==> config.mk <==
export PLATFORM = sky130hd
export DESIGN_NAME = mem_bus_ctrl
export DESIGN_NICKNAME = d
export VERILOG_FILES = /design/src/rtl/cpu_bus_pkg.sv /design/src/rtl/bus_arbiter.sv /design/src/rtl/mem_bus_ctrl.sv
export SDC_FILE = /design/constraint.sdc
export NUM_CORES = 1
export LEC_CHECK = 0
export ABC_AREA = 1
export CAP_MARGIN = 30
export CORE_ASPECT_RATIO = 0.5
export CORE_MARGIN = 8
export CORE_UTILIZATION = 35
export DETAILED_ROUTE_END_ITERATION = 10
export HOLD_SLACK_MARGIN = 0.12
export PLACE_DENSITY = 0.69
export SLEW_MARGIN = 15
export SYNTH_ARGS = -nofsm -noshare
export SYNTH_HDL_FRONTEND = slang
export SYNTH_SLANG_ARGS = --single-unit
==> constraint.sdc <==
create_clock -name clk -period 2.6 [get_ports clk]
set_clock_uncertainty 0.2 [all_clocks]
set_input_delay 0.52 -clock clk [delete_from_list [all_inputs] [get_ports clk]]
set_output_delay 0.52 -clock clk [all_outputs]
set_load 0.02 [all_outputs]
==> src/rtl/cpu_bus_pkg.sv <==
// Shared types and constants for the external memory bus controller.
// Latency: n/a (declarations only).
// Backpressure: n/a (declarations only).
`timescale 1ns/1ps
package cpu_bus_pkg;

  // Default width of the multiplexed address/data bus.
  localparam int BITS = 8;

  // rom_ram select encoding on the external bus.
  localparam logic FETCH_ROM = 1'b0;
  localparam logic FETCH_RAM = 1'b1;

  // Bus sequencer states.
  typedef enum logic [2:0] {
    STATE_IDLE = 3'd0,
    STATE_ADDR = 3'd1,
    STATE_WAIT = 3'd2,
    STATE_DATA = 3'd3,
    STATE_DONE = 3'd4
  } state_t;

  // Which requester owns the bus. GRANT_NONE only appears while idle.
  typedef enum logic [1:0] {
    GRANT_NONE  = 2'd0,
    GRANT_FETCH = 2'd1,
    GRANT_MEM   = 2'd2
  } grant_t;

endpackage

==> src/rtl/bus_arbiter.sv <==
// Grant decision between the instruction fetcher and the load/store path.
// Latency: combinational grant while enable is high; round-robin history updates on the grant edge.
// Backpressure: requests are levels; a loser simply stays pending until the next enabled cycle.
//
// Ports: clk, reset (async active-low, only used by the round-robin history flop),
//        enable (controller is idle), fetch_req, mem_req -> grant_valid, grant_sel.
// Build option: define ARB_ROUND_ROBIN_EN for round-robin; otherwise mem has fixed priority.
`timescale 1ns/1ps
module bus_arbiter
  import cpu_bus_pkg::*;
(
  input  logic   clk,
  input  logic   reset,
  input  logic   enable,
  input  logic   fetch_req,
  input  logic   mem_req,
  output logic   grant_valid,
  output grant_t grant_sel
);

  assign grant_valid = enable && (fetch_req || mem_req);

`ifdef ARB_ROUND_ROBIN_EN
  // Remembers the last winner so a tie goes to the other requester.
  grant_t last_grant;

  always_ff @(posedge clk or negedge reset) begin
    if (!reset) begin
      last_grant <= GRANT_FETCH;
    end else if (grant_valid) begin
      last_grant <= grant_sel;
    end
  end

  always_comb begin
    grant_sel = GRANT_NONE;
    if (fetch_req && mem_req) begin
      if (last_grant == GRANT_FETCH) begin
        grant_sel = GRANT_MEM;
      end else begin
        grant_sel = GRANT_FETCH;
      end
    end else if (mem_req) begin
      grant_sel = GRANT_MEM;
    end else if (fetch_req) begin
      grant_sel = GRANT_FETCH;
    end
  end
`else
  // Fixed priority has no state, so clock and reset are deliberately unused here.
  logic unused_clk_rst;
  assign unused_clk_rst = clk ^ reset;

  always_comb begin
    grant_sel = GRANT_NONE;
    if (mem_req) begin
      grant_sel = GRANT_MEM;
    end else if (fetch_req) begin
      grant_sel = GRANT_FETCH;
    end
  end
`endif

endmodule

==> src/rtl/mem_bus_ctrl.sv <==
// Sequencer for the shared multiplexed external memory bus (fetch port + load/store port).
// Latency: req seen in IDLE at cycle N -> ack pulse at N+3+WAIT_CYCLES; one transaction per 4+WAIT_CYCLES cycles.
// Backpressure: req is a level held until ack; an ungranted requester waits for the next IDLE.
//
// Ports: clk, reset (async active-low);
//        fetch_req/fetch_rom_ram/fetch_addr -> fetch_ack/fetch_data;
//        mem_req/mem_we/mem_rom_ram/mem_addr/mem_wdata -> mem_ack/mem_rdata;
//        bus_in -> bus_out/rom_ram/addr_data/bus_we (chip pins).
// Build option: ARB_ROUND_ROBIN_EN selects round-robin arbitration (see bus_arbiter).
`timescale 1ns/1ps
module mem_bus_ctrl #(
  parameter int BITS        = cpu_bus_pkg::BITS,
  parameter int WAIT_CYCLES = 1
) (
  input  logic            clk,
  input  logic            reset,
  input  logic            fetch_req,
  input  logic            fetch_rom_ram,
  input  logic [BITS-1:0] fetch_addr,
  output logic            fetch_ack,
  output logic [BITS-1:0] fetch_data,
  input  logic            mem_req,
  input  logic            mem_we,
  input  logic            mem_rom_ram,
  input  logic [BITS-1:0] mem_addr,
  input  logic [BITS-1:0] mem_wdata,
  output logic            mem_ack,
  output logic [BITS-1:0] mem_rdata,
  input  logic [BITS-1:0] bus_in,
  output logic [BITS-1:0] bus_out,
  output logic            rom_ram,
  output logic            addr_data,
  output logic            bus_we
);
  import cpu_bus_pkg::*;

  localparam logic [2:0] WAIT_LOAD = 3'(WAIT_CYCLES);

  state_t          state_q, state_d;
  grant_t          grant_q;
  logic [BITS-1:0] addr_q;
  logic [BITS-1:0] wdata_q;
  logic            rom_ram_q;
  logic            we_q;
  logic [2:0]      wait_cnt_q;

  logic            grant_valid;
  grant_t          grant_sel;

  bus_arbiter u_arb (
    .clk         (clk),
    .reset       (reset),
    .enable      (state_q == STATE_IDLE),
    .fetch_req   (fetch_req),
    .mem_req     (mem_req),
    .grant_valid (grant_valid),
    .grant_sel   (grant_sel)
  );

  always_ff @(posedge clk or negedge reset) begin
    if (!reset) begin
      state_q <= STATE_IDLE;
    end else begin
      state_q <= state_d;
    end
  end

  // Pins depend only on state_q and latched fields, never on the live request inputs.
  always_comb begin
    state_d   = state_q;
    bus_out   = '0;
    rom_ram   = FETCH_ROM;
    addr_data = 1'b0;
    bus_we    = 1'b0;
    fetch_ack = 1'b0;
    mem_ack   = 1'b0;
    case (state_q)
      STATE_IDLE: begin
        if (grant_valid) begin
          state_d = STATE_ADDR;
        end
      end
      STATE_ADDR: begin
        bus_out = addr_q;
        rom_ram = rom_ram_q;
        if (WAIT_CYCLES > 0) begin
          state_d = STATE_WAIT;
        end else begin
          state_d = STATE_DATA;
        end
      end
      STATE_WAIT: begin
        addr_data = 1'b1;
        rom_ram   = rom_ram_q;
        if (we_q) begin
          bus_out = wdata_q;
        end
        if (wait_cnt_q <= 3'd1) begin
          state_d = STATE_DATA;
        end
      end
      STATE_DATA: begin
        addr_data = 1'b1;
        rom_ram   = rom_ram_q;
        bus_we    = we_q;
        if (we_q) begin
          bus_out = wdata_q;
        end
        state_d = STATE_DONE;
      end
      STATE_DONE: begin
        fetch_ack = (grant_q == GRANT_FETCH);
        mem_ack   = (grant_q == GRANT_MEM);
        state_d   = STATE_IDLE;
      end
      default: begin
        state_d = STATE_IDLE;
      end
    endcase
  end

  // Transaction fields are captured once at grant so requesters may change inputs freely afterwards.
  always_ff @(posedge clk or negedge reset) begin
    if (!reset) begin
      grant_q    <= GRANT_NONE;
      addr_q     <= '0;
      wdata_q    <= '0;
      rom_ram_q  <= 1'b0;
      we_q       <= 1'b0;
      wait_cnt_q <= 3'd0;
      fetch_data <= '0;
      mem_rdata  <= '0;
    end else begin
      case (state_q)
        STATE_IDLE: begin
          if (grant_valid) begin
            grant_q <= grant_sel;
            if (grant_sel == GRANT_MEM) begin
              addr_q    <= mem_addr;
              wdata_q   <= mem_wdata;
              rom_ram_q <= mem_rom_ram;
              we_q      <= mem_we;
            end else begin
              // Fetches are always reads.
              addr_q    <= fetch_addr;
              wdata_q   <= '0;
              rom_ram_q <= fetch_rom_ram;
              we_q      <= 1'b0;
            end
          end
        end
        STATE_ADDR: begin
          wait_cnt_q <= WAIT_LOAD;
        end
        STATE_WAIT: begin
          if (wait_cnt_q != 3'd0) begin
            wait_cnt_q <= wait_cnt_q - 3'd1;
          end
        end
        STATE_DATA: begin
          if (!we_q) begin
            if (grant_q == GRANT_FETCH) begin
              fetch_data <= bus_in;
            end else begin
              mem_rdata <= bus_in;
            end
          end
        end
        STATE_DONE: begin
          grant_q <= GRANT_NONE;
        end
        default: begin
          grant_q <= GRANT_NONE;
        end
      endcase
    end
  end

endmodule

==> qor.csv <==
metric;value;unit
length in cells of the worst reg-to-reg path;6;
period utilization;97.3;%
Final Hold Vio Count;0;
GRT overflow;0;
drt drc;0;
largest net degree at the start of global routing;28;
mux cell area share after synthesis;0;%
first-pass detailed-route iteration total;4;
hold crit path type;reg -> reg;
clk_lat worst skew;0.28;ns
Crit. End Element;primary output;
Reg clk slew, reported paths;0.06;ns
number of global-route vias before repair;1889;
Syn Area/Cell;8.34;sq um
most frequent cells in the layout;74 x nand2_1, 58 x clkdlybuf4s50_1, 42 x nand3_1, 42 x dfrtp_1, 21 x o21ai_0;
PD cells;1190;nW/um^2
register bit count reported by yosys;42;
first-pass GRT wire length;9270;um
CP max stage delay;0.65;ns
Max-slew headroom;69.2;%
DR iter-0 viols;103;
die width;125;um
Die Span Y;70.4;um
status;finished, final reports clean;
Hold Path Stages;2;
top fanout value on the critical path;7;
simple-gate share of the synthesized area;32.7;%
yosys warns;0;
clk sinks;42;
startpoint types;flop;
vias post-DR;1895;
Post-Synth XOR/XNOR Area;0.423;%
clock root cell;clkbuf_16;
share of cells above drive strength 1;10.9;%
Synth-to-Final Area Change;42.6;%
kind of critical path;reg -> out;
Max IR drop VDD;0.600;mV
Antenna diodes;0;
WL/cell;14.4;um
port bufs;67;
minimum clock period;2.53;ns
initial antenna violation count;0;
# nets final;362;
CTS Buffer Depth;2;
Post-Synthesis Cells;248;
Worst EP required;1.88;ns
register area share after synthesis;50.8;%
maximum clock rate;395;MHz
cell area after synthesis;2070;sq um
Adder-Cell Fraction of Synth Area;1.81;%
Pleak;1.42;nW
Die Area;8780;sq um
row count;19;
via/cell ratio;4.81;
core box area;5590;sq um
routability cong.;0.787;
all-layer global routing usage;12.7;%
setup tns final;0;ns
H-tree Lvls;2;
number of CTS-inserted buffers;5;
worst-path cell chain;inv_4 > nand3_1 > nor3_1 > clkdlybuf4s50_1;
Worst Tran Pin Value;0.461;ns
combinational family with the most area after synthesis;simple AND/OR/NAND/NOR gates;
Max stage delay cell, worst path;clkdlybuf4s50_1;
final antenna-violating net count;0;
Initial Util;37.0;%
final WL;5670;um
Final Slew Violations;0;
unrepaired setup endpoints after global routing;false;
Ports;68;
Final setup viols;0;
post-DP HPWL;4310;um
post-synthesis compound-gate area fraction;7.26;%
leading cell type in the layout, fill and taps excluded;nand2_1;
post-layout util;52.8;%
setup bufs post-CTS;0;
Max Cap Viol;0;
CTS tree;done;
Synthesized Nets;290;
Synth cell types;23;
critical path arrival;1.81;ns
## worst max-delay path: cells and delay by family, from the launching register on
family	cells	cell delay, ns
DFF	1	0.43
buffers and inverters	2	0.80
and+or+nand+nor	2	0.30
## metrics by stage
stage | hold slack [ns] | setup slack, ns | std cells | power (W) | area (sq um)
after detailed placement | 0.260 | 0.270 | 385 | 0.00295 | 2800
after global placement | 0.254 | 0.309 | 385 | 0.00288 | 2800
final | 0.272 | 0.0713 | 394 | 0.00351 | 2950
after CTS | 0.274 | 0.0413 | 394 | 0.00355 | 2950
after global routing | 0.297 | 0.0170 | 394 | 0.00376 | 2950
after floorplan | 0.0244 | 0.582 | 248 | 0.00226 | 2070
## registers in the layout (all words and copies together) (netlist names)
name and cells:
wait_cnt_q 3, fetch_data 8, wdata_q 8, grant_q 2, state_q 3, mem_rdata 8
addr_q 8, we_q 1, rom_ram_q 1
## Yosys cell counts (all sizes together)
master / count / area [sq um]
and3: 1 / 6.26
buf: 8 / 63.8
clkbuf: 1 / 3.75
dfrtp: 42 / 1050
ha: 3 / 37.5
inv: 20 / 77.6
nand2: 77 / 312
nand3: 43 / 220
nor2: 11 / 72.6
nor3: 2 / 10.0
o21ai: 30 / 150
or2: 9 / 56.3
xnor2: 1 / 8.76
## report_power, final
group | switching [W] | internal, W
Sequential | 0.000200 | 0.000965
Clock | 0.000247 | 0.000381
Combinational | 0.00104 | 0.000673
Total | 0.00149 | 0.00202
## path summary, 6_finish.rpt
kind | startpoint | end | slack (ns)
hold / removal | wdata_q[4]$_DFFE_PN0P_ | wdata_q[4]$_DFFE_PN0P_ | 0.27
min in group asynchronous | reset | addr_q[7]$_DFFE_PN0P_ | 0.49
setup reg to reg | state_q[0]$_DFFE_PN0P_ | addr_q[3]$_DFFE_PN0P_ | 0.88
setup / recovery | state_q[0]$_DFFE_PN0P_ | mem_ack | 0.07
max in group asynchronous | reset | mem_rdata[2]$_DFFE_PN0P_ | 1.18
hold reg to reg | wdata_q[4]$_DFFE_PN0P_ | wdata_q[4]$_DFFE_PN0P_ | 0.27
## timing repair
| action | CTS | global route |
|---|---|---|
| gates resized for setup | 8 | 0 |
| hold buffers | 1 | 0 |
| hold endpoints to repair | 14 | 0 |
| setup endpoints to repair | 8 | 0 |
## layer usage
metal  part of all wire [%]  vias up  track usage (%)
li1                       -      946                -
met4                    1.3        0             4.77
met3                    4.9        8             3.92
met2                     49       45             21.7
met1                     45      896             14.7
met5                      0        -                0
## cells by family after synthesis
| group | count (synthesis) |
|---|---|
| AO/OA/AOI/OAI | 30 |
| XOR/XNOR | 1 |
| adder cells (fa/ha/maj) | 3 |
| buffers and inverters | 29 |
| flip-flops | 42 |
| AND/OR/NAND/NOR | 143 |
## area by class of cell
class | count | area (sq um)
Clock buffer | 7 | 143
Clock inverter | 1 | 5.00
Fill cell | 531 | 2640
Inverter | 20 | 77.6
Multi-Input combinational cell | 177 | 873
Sequential cell | 42 | 1050
Tap cell | 73 | 91.3
Timing Repair Buffer | 74 | 711
(Power assumes the default switching activity.)
